File: config.mk
export PLATFORM = sky130hd
export DESIGN_NAME = ui_input_conditioner
export DESIGN_NICKNAME = d
export VERILOG_FILES = /design/src/rtl/ui_input_conditioner.sv
export SDC_FILE = /design/constraint.sdc
export NUM_CORES = 1
export LEC_CHECK = 0
export ABC_AREA = 1
export CORE_ASPECT_RATIO = 1.4
export CORE_MARGIN = 2
export CORE_UTILIZATION = 35
export DETAILED_ROUTE_END_ITERATION = 8
export PLACE_DENSITY = 0.47
export SLEW_MARGIN = 15
export SYNTH_ARGS = -nofsm -noshare
export SYNTH_HDL_FRONTEND = slang
export SYNTH_SLANG_ARGS = --single-unit
File: constraint.sdc
create_clock -name clk -period 4.5 [get_ports clk]
set_clock_uncertainty 0.1 [all_clocks]
set_input_delay 0.9 -clock clk [delete_from_list [all_inputs] [get_ports clk]]
set_output_delay 0.9 -clock clk [all_outputs]
set_load 0.02 [all_outputs]
File: src/rtl/ui_input_conditioner.sv
// Raw key/switch front end: two-flop synchronisers, per-bit debouncers, key press/release
// pulses with optional auto-repeat, and a single change strobe for the switch bank.
module ui_input_conditioner #(
    parameter int              NBTN              = 4,
    parameter int              NSW               = 10,
    parameter int              DEBOUNCE_CYC      = 1000000,
    parameter int              REPEAT_DELAY_CYC  = 25000000,
    parameter int              REPEAT_PERIOD_CYC = 5000000,
    parameter logic [NBTN-1:0] REPEAT_MASK       = NBTN'(4'b0011)
) (
    input  logic            clk,
    input  logic            reset,
    input  logic [NBTN-1:0] key_n,
    input  logic [NSW-1:0]  sw_raw,
    output logic [NBTN-1:0] btn_level,
    output logic [NBTN-1:0] btn_press,
    output logic [NBTN-1:0] btn_release,
    output logic [NSW-1:0]  sw_clean,
    output logic            sw_changed
);

    localparam int NIN  = NBTN + NSW;
    localparam int CW   = $clog2(DEBOUNCE_CYC);
    localparam int RMAX = (REPEAT_DELAY_CYC > REPEAT_PERIOD_CYC) ? REPEAT_DELAY_CYC : REPEAT_PERIOD_CYC;
    localparam int RW   = $clog2(RMAX);

    // Released/low level of every raw input; keys idle high, switches idle low.
    localparam logic [NIN-1:0] IDLE_RAW    = {{NSW{1'b0}}, {NBTN{1'b1}}};
    localparam logic [CW-1:0]  DB_LAST     = CW'(DEBOUNCE_CYC - 1);
    localparam logic [RW-1:0]  DELAY_LAST  = RW'(REPEAT_DELAY_CYC - 1);
    localparam logic [RW-1:0]  PERIOD_LAST = RW'(REPEAT_PERIOD_CYC - 1);

    typedef enum logic [1:0] {IDLE, HELD, REPEAT} key_state_e;

    logic [NIN-1:0]  s1_q, s1_d, s2_q, s2_d;
    logic [NIN-1:0]  active;
    logic [NIN-1:0]  stable;
    logic [NBTN-1:0] rise, fall;
    logic [NSW-1:0]  sw_prev_q, sw_prev_d;
    logic            sw_changed_q, sw_changed_d;

    always_comb begin
        s1_d = {sw_raw, key_n};
        s2_d = s1_q;
    end

    always_ff @(posedge clk) begin
        if (reset) begin
            s1_q <= IDLE_RAW;
            s2_q <= IDLE_RAW;
        end else begin
            s1_q <= s1_d;
            s2_q <= s2_d;
        end
    end

    // Normalise so that 1 always means pressed / up.
    assign active = s2_q ^ IDLE_RAW;

    genvar gi;
    generate
        for (gi = 0; gi < NIN; gi++) begin : g_db
            logic [CW-1:0] cnt_q, cnt_d;
            logic          stable_q, stable_d;

            always_comb begin
                cnt_d    = '0;
                stable_d = stable_q;
                if (active[gi] != stable_q) begin
                    if (cnt_q == DB_LAST) begin
                        stable_d = active[gi];
                    end else begin
                        cnt_d = cnt_q + 1'b1;
                    end
                end
            end

            always_ff @(posedge clk) begin
                if (reset) begin
                    cnt_q    <= '0;
                    stable_q <= 1'b0;
                end else begin
                    cnt_q    <= cnt_d;
                    stable_q <= stable_d;
                end
            end

            assign stable[gi] = stable_q;

            // Edges are taken from the next stable value so the key pulses line up with it.
            if (gi < NBTN) begin : g_edge
                assign rise[gi] = stable_d & ~stable_q;
                assign fall[gi] = ~stable_d & stable_q;
            end
        end

        for (gi = 0; gi < NBTN; gi++) begin : g_key
            key_state_e    state_q, state_d;
            logic [RW-1:0] rpt_q, rpt_d;
            logic          press_q, press_d;
            logic          release_q, release_d;

            always_comb begin
                state_d   = state_q;
                rpt_d     = rpt_q;
                press_d   = 1'b0;
                release_d = 1'b0;
                case (state_q)
                    IDLE: begin
                        if (rise[gi]) begin
                            state_d = HELD;
                            press_d = 1'b1;
                            rpt_d   = '0;
                        end
                    end
                    HELD: begin
                        if (fall[gi]) begin
                            state_d   = IDLE;
                            release_d = 1'b1;
                            rpt_d     = '0;
                        end else if (REPEAT_MASK[gi] && (rpt_q == DELAY_LAST)) begin
                            state_d = REPEAT;
                            press_d = 1'b1;
                            rpt_d   = '0;
                        end else if (rpt_q != {RW{1'b1}}) begin
                            rpt_d = rpt_q + 1'b1;
                        end
                    end
                    REPEAT: begin
                        if (fall[gi]) begin
                            state_d   = IDLE;
                            release_d = 1'b1;
                            rpt_d     = '0;
                        end else if (rpt_q == PERIOD_LAST) begin
                            press_d = 1'b1;
                            rpt_d   = '0;
                        end else begin
                            rpt_d = rpt_q + 1'b1;
                        end
                    end
                    default: begin
                        state_d = IDLE;
                        rpt_d   = '0;
                    end
                endcase
            end

            always_ff @(posedge clk) begin
                if (reset) begin
                    state_q   <= IDLE;
                    rpt_q     <= '0;
                    press_q   <= 1'b0;
                    release_q <= 1'b0;
                end else begin
                    state_q   <= state_d;
                    rpt_q     <= rpt_d;
                    press_q   <= press_d;
                    release_q <= release_d;
                end
            end

            assign btn_level[gi]   = (state_q != IDLE);
            assign btn_press[gi]   = press_q;
            assign btn_release[gi] = release_q;
        end
    endgenerate

    assign sw_clean = stable[NIN-1:NBTN];

    always_comb begin
        sw_prev_d    = sw_clean;
        sw_changed_d = (sw_clean != sw_prev_q);
    end

    always_ff @(posedge clk) begin
        if (reset) begin
            sw_prev_q    <= '0;
            sw_changed_q <= 1'b0;
        end else begin
            sw_prev_q    <= sw_prev_d;
            sw_changed_q <= sw_changed_d;
        end
    end

    assign sw_changed = sw_changed_q;

endmodule
==> results of run 1 <==
==> state kept, by name, indices dropped and copies added, names as in the netlist <==
name and count:
g_db.cnt_q 280, g_key.rpt_q 50, g_db.stable_q 14, s1_q 14
s2_q 14, sw_prev_q 10, g_key.state_q 6, g_key.press_q 4
g_key.release_q 4, sw_changed 1
==> final cells by class <==
class / instances / area (sq um)
fillers: 5817 / 33400
clock buffers: 60 / 1250
well taps: 728 / 911
flip-flops and latches: 397 / 7950
repair buffers: 41 / 400
multi-input cells: 2029 / 9840
clock inverters: 9 / 115
inverters: 364 / 1370
==> Yosys cell counts, types with 20 or more instances <==
library cell,instances
sky130_fd_sc_hd__nor4_1,26
sky130_fd_sc_hd__or2_2,42
sky130_fd_sc_hd__nor3_1,146
sky130_fd_sc_hd__nand2_1,620
sky130_fd_sc_hd__xnor2_1,20
sky130_fd_sc_hd__nor3b_1,40
sky130_fd_sc_hd__dfxtp_1,397
sky130_fd_sc_hd__nand4_1,97
sky130_fd_sc_hd__buf_4,20
sky130_fd_sc_hd__nor2_1,521
sky130_fd_sc_hd__a21oi_1,127
sky130_fd_sc_hd__ha_1,24
sky130_fd_sc_hd__xor2_1,84
sky130_fd_sc_hd__clkbuf_1,30
sky130_fd_sc_hd__o21ai_0,37
sky130_fd_sc_hd__nand3_1,139
sky130_fd_sc_hd__inv_1,360
==> stage by stage <==
stage | power (mW) | hold WS [ns]
detailed placement | 3.71 | 0.292
floorplan | 3.67 | 0.288
global route | 7.41 | 0.319
CTS | 7.27 | 0.294
finish | 7.11 | 0.298
global placement | 3.70 | 0.291
==> layer usage <==
layer  up-vias  share of wire  routed length (um)
met1      7787           0.43               19600
li1       9160              -                   -
met3        91          0.032                1420
met5         -              0                   0
met2       185           0.50               22800
met4         0          0.029                1310
==> worst register-to-register path, stage by stage (launching register included) <==
cell and delay, ns:
sky130_fd_sc_hd__dfxtp_1 0.44, sky130_fd_sc_hd__ha_1 0.25, sky130_fd_sc_hd__nand2_2 0.10, sky130_fd_sc_hd__nor2_1 0.11, sky130_fd_sc_hd__nand2_1 0.06, sky130_fd_sc_hd__nor2_1 0.23
sky130_fd_sc_hd__nand4_1 0.19, sky130_fd_sc_hd__nand3_1 0.12, sky130_fd_sc_hd__nand2_1 0.49, sky130_fd_sc_hd__nand2_1 0.20, sky130_fd_sc_hd__nand2_1 0.06, sky130_fd_sc_hd__nand2_1 0.17
sky130_fd_sc_hd__nor2_1 0.06
==> power by group through the flow <==
stage                     combinational [mW]  clock, mW  sequential, mW
final                                 0.0850       3.48            3.54
after global routing                  0.0976       3.78            3.54
after CTS                             0.0887       3.64            3.54
after detailed placement              0.0886          0            3.62
after global placement                0.0880          0            3.62
after floorplan                       0.0540          0            3.61
==> cell families (layout without fill, tap and decap cells) <==
kind of cell	count (synthesis)	in the layout	synth area share
DFF	397	397	0.406
adders and majority gates	24	24	0.0154
xor gates and xnor gates	104	104	0.0466
and+or+nand+nor	1682	1682	0.379
buffers and inverters	436	474	0.0904
AOI/OAI and AO/OA	219	219	0.0621
==> how the worst max path moves through the flow <==
stage                                      from                            to  slack [ns]  depth (start not counted)
2_1_floorplan                             reset  g_db[9].cnt_q[13]$_SDFF_PP0_        2.45                          7
3_3_place_gp                              reset  g_db[9].cnt_q[19]$_SDFF_PP0_        1.25                          8
3_5_place_dp                              reset  g_db[9].cnt_q[19]$_SDFF_PP0_        1.24                          8
4_1_cts        g_key[1].state_q[0]$_SDFFE_PP0P_                  btn_level[1]        1.49                          4
5_1_grt        g_key[1].state_q[0]$_SDFFE_PP0P_                  btn_level[1]        1.42                          4
6_report       g_key[1].state_q[0]$_SDFFE_PP0P_                  btn_level[1]        1.55                          4
==> flow_summary.rst, run 1 <==
.. list-table::
   :header-rows: 1

   * - Metric
     - Value
   * - Cell type group with the largest total delay on the critical path
     - buffers and inverters
   * - Sw frac
     - 0.212
   * - Async set-or-reset flop fraction in the synthesized netlist
     - 0
   * - Clock power share
     - 0.490
   * - Routed WL
     - about 45 mm
   * - Unrepaired setup endpoints after global routing
     - no
   * - Share of synthesized area occupied by flip-flops and latches
     - 0.406
   * - End point of the most critical hold path
     - s2_q[5]$_SDFF_PP0_
   * - Post-CTS setup buffer count
     - 0
   * - Nets in the synthesized netlist
     - approximately 2900
   * - Net count of the finished layout
     - approximately 3000
   * - Share of the synthesized area in the top cell type
     - 0.406
   * - Total GRT Usage
     - 0.158
   * - Initial antenna violation count
     - 0
   * - Number of standard cells after synthesis
     - between 2000 and 3000
   * - Non-filler instance count after layout
     - approximately 3600
   * - Number of hold-slack violations in the final timing report
     - 0
   * - Placed inst area
     - approximately 20000 sq um
   * - Max Transition Viols Final
     - 0
   * - Worst reg-to-reg path cell count
     - 12
   * - Register share of total power
     - 0.498
   * - Routed wire per std cell
     - roughly 12 um
   * - Number of hold buffers added after CTS
     - 0
   * - Endpoint required time on the critical path
     - between 3 and 4 ns
   * - # Max-Cap Violations
     - 0
   * - CTS tree
     - done
   * - Setup slack of the worst register-to-register path
     - about 1.8 ns
   * - Critical path's largest stage delay
     - around 0.6 ns
   * - Type of the worst setup path
     - reg -> out
   * - Worst Hold Depth
     - 2
   * - Nature of the critical path startpoint
     - register
   * - Number of synthesized flops with an enable pin
     - 0
   * - IO Count
     - 39
   * - CTS Buffer Depth
     - 3
   * - Worst Max-Slew Pin Slew
     - about 0.9 ns
   * - Total congestion overflow
     - 0
   * - Wire length of the first global-routing pass
     - between 70 and 80 mm
   * - # diodes
     - 0
   * - Cell count after placement
     - between 3000 and 4000
   * - Area added between synthesis and finish
     - 11.7%
   * - TNS Setup
     - 0 ns
   * - Standard cell with the maximum stage delay on the critical path
     - sky130_fd_sc_hd__clkdlybuf4s50_1
   * - Status
     - finished, final reports clean
   * - Register bit total from synthesis
     - 397
   * - Met3 track utilization from global routing
     - 0.0263
   * - Fraction of final layout cells sized beyond drive strength 1
     - 0.0497
   * - Setup violators final
     - 0
   * - Crit path buffers/inverters
     - 3
   * - Maximum vdd ir drop
     - roughly 0.22 mV
   * - Met2 track utilization from global routing
     - 0.291
   * - RD Place Congestion
     - ~0.85
   * - Final core area utilization
     - 0.395
   * - Reg clk slew, reported paths
     - about 0.06 ns
   * - Logic pwr share
     - 0.012
   * - Via density per instance
     - 4.75
   * - Power density over the cells
     - 326 nW/um^2
   * - Worst slew margin relative to its limit
     - 0.405
   * - Pint
     - 5.60 mW
   * - Met1 routing resource usage after global routing
     - 0.181
   * - Cell area after synthesis
     - slightly below 20000 sq um
   * - Total clock buffers created by CTS
     - 44
   * - Worst reg2reg path endpoint
     - g_key[1].rpt_q[22]$_SDFFE_PP0P_
   * - Maximum operating frequency
     - between 300 and 400 MHz
   * - Width of the die
     - about 200 um
   * - Most common flop cell mapped by yosys
     - sky130_fd_sc_hd__dfxtp_1
   * - Commonest cells after routing, fill and taps aside
     - sky130_fd_sc_hd__nand2_1 (620), sky130_fd_sc_hd__nor2_1 (521), sky130_fd_sc_hd__dfxtp_1 (397), sky130_fd_sc_hd__inv_1 (360), sky130_fd_sc_hd__nor3_1 (146)
   * - Net switching power of the design
     - between 1.5 and 2 mW
   * - Clock root buffer master
     - sky130_fd_sc_hd__clkbuf_16
   * - Post-CTS sizing
     - 0
   * - Yosys warning total
     - 0
   * - Number of global-route vias before repair
     - around 17000
   * - Number of H-tree branching levels
     - 2
   * - Floorplan Core Area
     - about 55000 sq um
   * - Area contributors post-synth
     - sky130_fd_sc_hd__dfxtp_1 (41%), sky130_fd_sc_hd__nand2_1 (12%), sky130_fd_sc_hd__nor2_1 (10%)
   * - GRT Max-Usage Layer
     - met2
   * - Worst-path cell chain
     - inv_1 > ha_1 > inv_1 > clkdlybuf4s50_1
   * - Mean instance size in the synthesized netlist
     - approximately 6.8 sq um
   * - Capturing element type of the critical path
     - output pin
   * - Die area
     - slightly below 60000 sq um
   * - Slack of the critical path
     - between 1.5 and 2 ns
   * - Remaining DRCs
     - 0
   * - Crit path top cell by count
     - sky130_fd_sc_hd__inv_1
   * - Drt first pass iters
     - 5
   * - Share of the clock period used by the worst path
     - 0.655
   * - Number of distinct library cells after synthesis
     - 44
   * - Final standard cell area without fillers
     - around 22000 sq um
   * - Maximum number of pins on one net before global-route repair
     - 70
   * - Minimum period implied by the final worst setup slack
     - a little under 3 ns
   * - Maximum fanout along the worst path
     - 4
   * - Count of nets left with antenna violations after detail routing
     - 0
   * - Critical Path AT
     - 1.95 ns
   * - Tightest Hold Check Type
     - reg -> reg
   * - Detailed router's first-iteration violation count
     - 800
   * - Startpoint of the worst-slack reg-to-reg timing path
     - g_key[1].rpt_q[0]$_SDFFE_PP0P_
   * - Routed vias
     - 17223
   * - Cell Rows
     - about 100
   * - Hold Path Origin
     - s1_q[5]$_SDFF_PP0_
   * - Clock latency of the later-clocked register in the worst-skew pair
     - around 0.57 ns
   * - Lkg Pwr
     - between 7 and 8 nW
   * - Post-detailed-placement half-perimeter wirelength
     - between 30 and 40 mm
   * - Commonest non-fill, non-tap cell in the layout
     - sky130_fd_sc_hd__nand2_1
   * - Starting utilization of the core area
     - 0.354
   * - Area leader, netlist
     - sky130_fd_sc_hd__dfxtp_1
   * - # port buffers
     - 38
   * - CTS sink cnt
     - between 300 and 400
   * - Height of the chip
     - around 280 um
   * - Setup slack at placement
     - 1.24 ns
Power figures use the tool's default switching activity.
==> run 2, diff against run 1 <==
PLACE_DENSITY = 0.49   (was 0.47)
clock period = 2.4 ns   (was 4.5 ns; I/O delays follow)
==> flow_summary.rst, run 2 (synthesis gave the netlist of run 1 again) <==
.. list-table::
   :header-rows: 1

   * - Metric
     - Value
   * - Tightest Hold Check Type
     - in -> reg
   * - Number of flip-flops in the largest register
     - 280
   * - Crit path buffers/inverters
     - 1
   * - Routed vias
     - between 15000 and 20000
   * - Remaining DRCs
     - 0
   * - Area added between synthesis and finish
     - 13.8%
   * - Total congestion overflow
     - 0
   * - Starting utilization of the core area
     - 0.354
   * - Width of the die
     - 204 um
   * - Via density per instance
     - about 4.8
   * - Final standard cell area without fillers
     - 22300 sq um
   * - Power density over the cells
     - between 600 and 700 nW/um^2
   * - Fraction of final layout cells sized beyond drive strength 1
     - 0.0622
   * - Overall power
     - approximately 14 mW
   * - Hold Slack
     - approximately 0.28 ns
   * - Height of the chip
     - approximately 280 um
   * - Cell count after placement
     - between 3000 and 4000
   * - Drt first pass iters
     - 5
   * - Initial antenna violation count
     - 0
   * - Type of the worst setup path
     - reg -> out
   * - Die area
     - roughly 58000 sq um
   * - Detailed router's first-iteration violation count
     - 769
   * - Registers with the highest flip-flop counts
     - g_db.cnt_q (280), g_key.rpt_q (50)
   * - Worst Max-Slew Pin Slew
     - between 0.6 and 0.7 ns
   * - Setup violators final
     - 0
   * - Slack of the critical path
     - 0.112 ns
   * - Layout filler cell count
     - 5856
   * - Commonest cells after routing, fill and taps aside
     - sky130_fd_sc_hd__nand2_1 (620), sky130_fd_sc_hd__nor2_1 (519), sky130_fd_sc_hd__dfxtp_1 (397), sky130_fd_sc_hd__inv_1 (360), sky130_fd_sc_hd__nor3_1 (146)
   * - Critical path's largest stage delay
     - around 0.70 ns
   * - Placed inst area
     - 20800 sq um
   * - Maximum vdd ir drop
     - roughly 0.49 mV
   * - Maximum operating frequency
     - between 400 and 500 MHz
   * - # Max-Cap Violations
     - 0
   * - Post-detailed-placement half-perimeter wirelength
     - between 30 and 40 mm
   * - Reg clk slew, reported paths
     - around 0.07 ns
   * - Worst slew margin relative to its limit
     - 0.547
   * - Worst-path cell chain
     - clkdlybuf4s50_1
   * - Wire length of the first global-routing pass
     - a little under 80 mm
   * - Largest register by flop count
     - g_db.cnt_q
   * - Capturing element type of the critical path
     - output pin
   * - Minimum period implied by the final worst setup slack
     - approximately 2.3 ns
   * - Endpoint required time on the critical path
     - 1.82 ns
   * - Commonest non-fill, non-tap cell in the layout
     - sky130_fd_sc_hd__nand2_1
   * - # diodes
     - 0
   * - Routed wire per std cell
     - approximately 12 um
   * - Setup slack at placement
     - 0.193 ns
   * - Nature of the critical path startpoint
     - register
   * - Maximum number of pins on one net before global-route repair
     - 95
   * - Cell type group with the largest total delay on the critical path
     - buffers and inverters
   * - Standard cell with the maximum stage delay on the critical path
     - sky130_fd_sc_hd__clkdlybuf4s50_1
   * - Critical Path AT
     - ~1.7 ns
   * - Non-filler instance count after layout
     - about 3700
   * - Number of hold-slack violations in the final timing report
     - 0
   * - Clock root buffer master
     - sky130_fd_sc_hd__clkbuf_16
   * - Floorplan Core Area
     - 55300 sq um
   * - Status
     - finished, final reports clean
   * - Max Transition Viols Final
     - 0
   * - Maximum fanout along the worst path
     - 5
   * - Count of nets left with antenna violations after detail routing
     - 0
   * - CTS Buffer Depth
     - 3
   * - Lkg Pwr
     - approximately 7.9 nW
   * - IO Count
     - 39
   * - Total clock buffers created by CTS
     - 44
   * - Share of the clock period used by the worst path
     - 0.954
   * - RD Place Congestion
     - approximately 0.9
   * - CTS sink cnt
     - 397
   * - Clock latency of the later-clocked register in the worst-skew pair
     - 0.58 ns
   * - Routed WL
     - approximately 45 mm
   * - Net count of the finished layout
     - roughly 2900
   * - Number of global-route vias before repair
     - 17063
   * - Number of H-tree branching levels
     - 2
   * - Cell Rows
     - roughly 100
   * - CTS tree
     - done
   * - Total GRT Usage
     - 0.159
   * - # port buffers
     - 38
[run 2: cell count changes in the layout (fill, tap and decap cells not counted), sizes merged, moves of 2 or more]
cell and delta:
clkinv +5, buf +32, clkdlybuf4s50 -2, clkbuf +5
[run 2: repair_timing]
item | CTS | global route
endpoints found under the setup margin | 2 | 44
buffers inserted | 0 | 1
cloned | 0 | 0
hold buffers | 0 | 0
pin swaps | 0 | 2
resized for setup | 2 | 14
[run 2: layout make-up]
| type | instances | area [sq um] | area share |
|---|---|---|---|
| repair buffers | 73 | 722 | 0.0324 |
| multi-input cells | 2029 | 9860 | 0.443 |
| clock inverters | 14 | 178 | 0.00798 |
| flip-flops and latches | 397 | 7950 | 0.357 |
| well taps | 728 | 911 | 0.0409 |
| inverters | 364 | 1380 | 0.0620 |
| clock buffers | 64 | 1260 | 0.0565 |
[run 2: worst paths after layout]
path	startpoint	endpoint	slack (ns)	depth (start not counted)
max	g_db[8].stable_q$_SDFFE_PP0P_	sw_clean[4]	0.11	1
min	reset	g_key[1].state_q[0]$_SDFFE_PP0P_	0.28	5
max reg2reg	g_key[0].rpt_q[0]$_SDFFE_PP0P_	g_key[0].rpt_q[10]$_SDFFE_PP0P_	0.24	13
min reg2reg	s1_q[12]$_SDFF_PP0_	s2_q[12]$_SDFF_PP0_	0.31	2
[run 2: tightest hold or removal path: stages]
cell	delay, ns
sky130_fd_sc_hd__buf_4	0.10
sky130_fd_sc_hd__inv_1	0.06
sky130_fd_sc_hd__buf_12	0.17
sky130_fd_sc_hd__nand2_1	0.08
sky130_fd_sc_hd__nor2_1	0.03
[run 2: stage by stage]
stage	util	setup TNS, ns
after floorplan	-	0
after global placement	0.376	0
after detailed placement	0.376	0
after CTS	0.402	0
after global routing	0.403	-0.00679
final	0.403	0
[run 2: where the power goes]
part	switching (mW)	internal [mW]
clock network	2.81	3.98
logic	0.113	0.0624
registers	0.0165	6.62
total	2.94	10.7
[run 2: routing by layer]
| layer | vias up | track usage | share of wire |
|---|---|---|---|
| met5 | - | 0 | 0 |
| met4 | 0 | 0.0600 | 0.031 |
| met3 | 102 | 0.0255 | 0.031 |
| met2 | 214 | 0.292 | 0.50 |
| met1 | 7928 | 0.183 | 0.43 |
| li1 | 9230 | - | - |
==> run 3, diff against run 2 <==
SKIP_LAST_GASP = 1   (was unset)
SLEW_MARGIN = 5   (was 15)
==> results of run 3 <==
The final DEF is identical to that of run 2; final timing and power are the same.
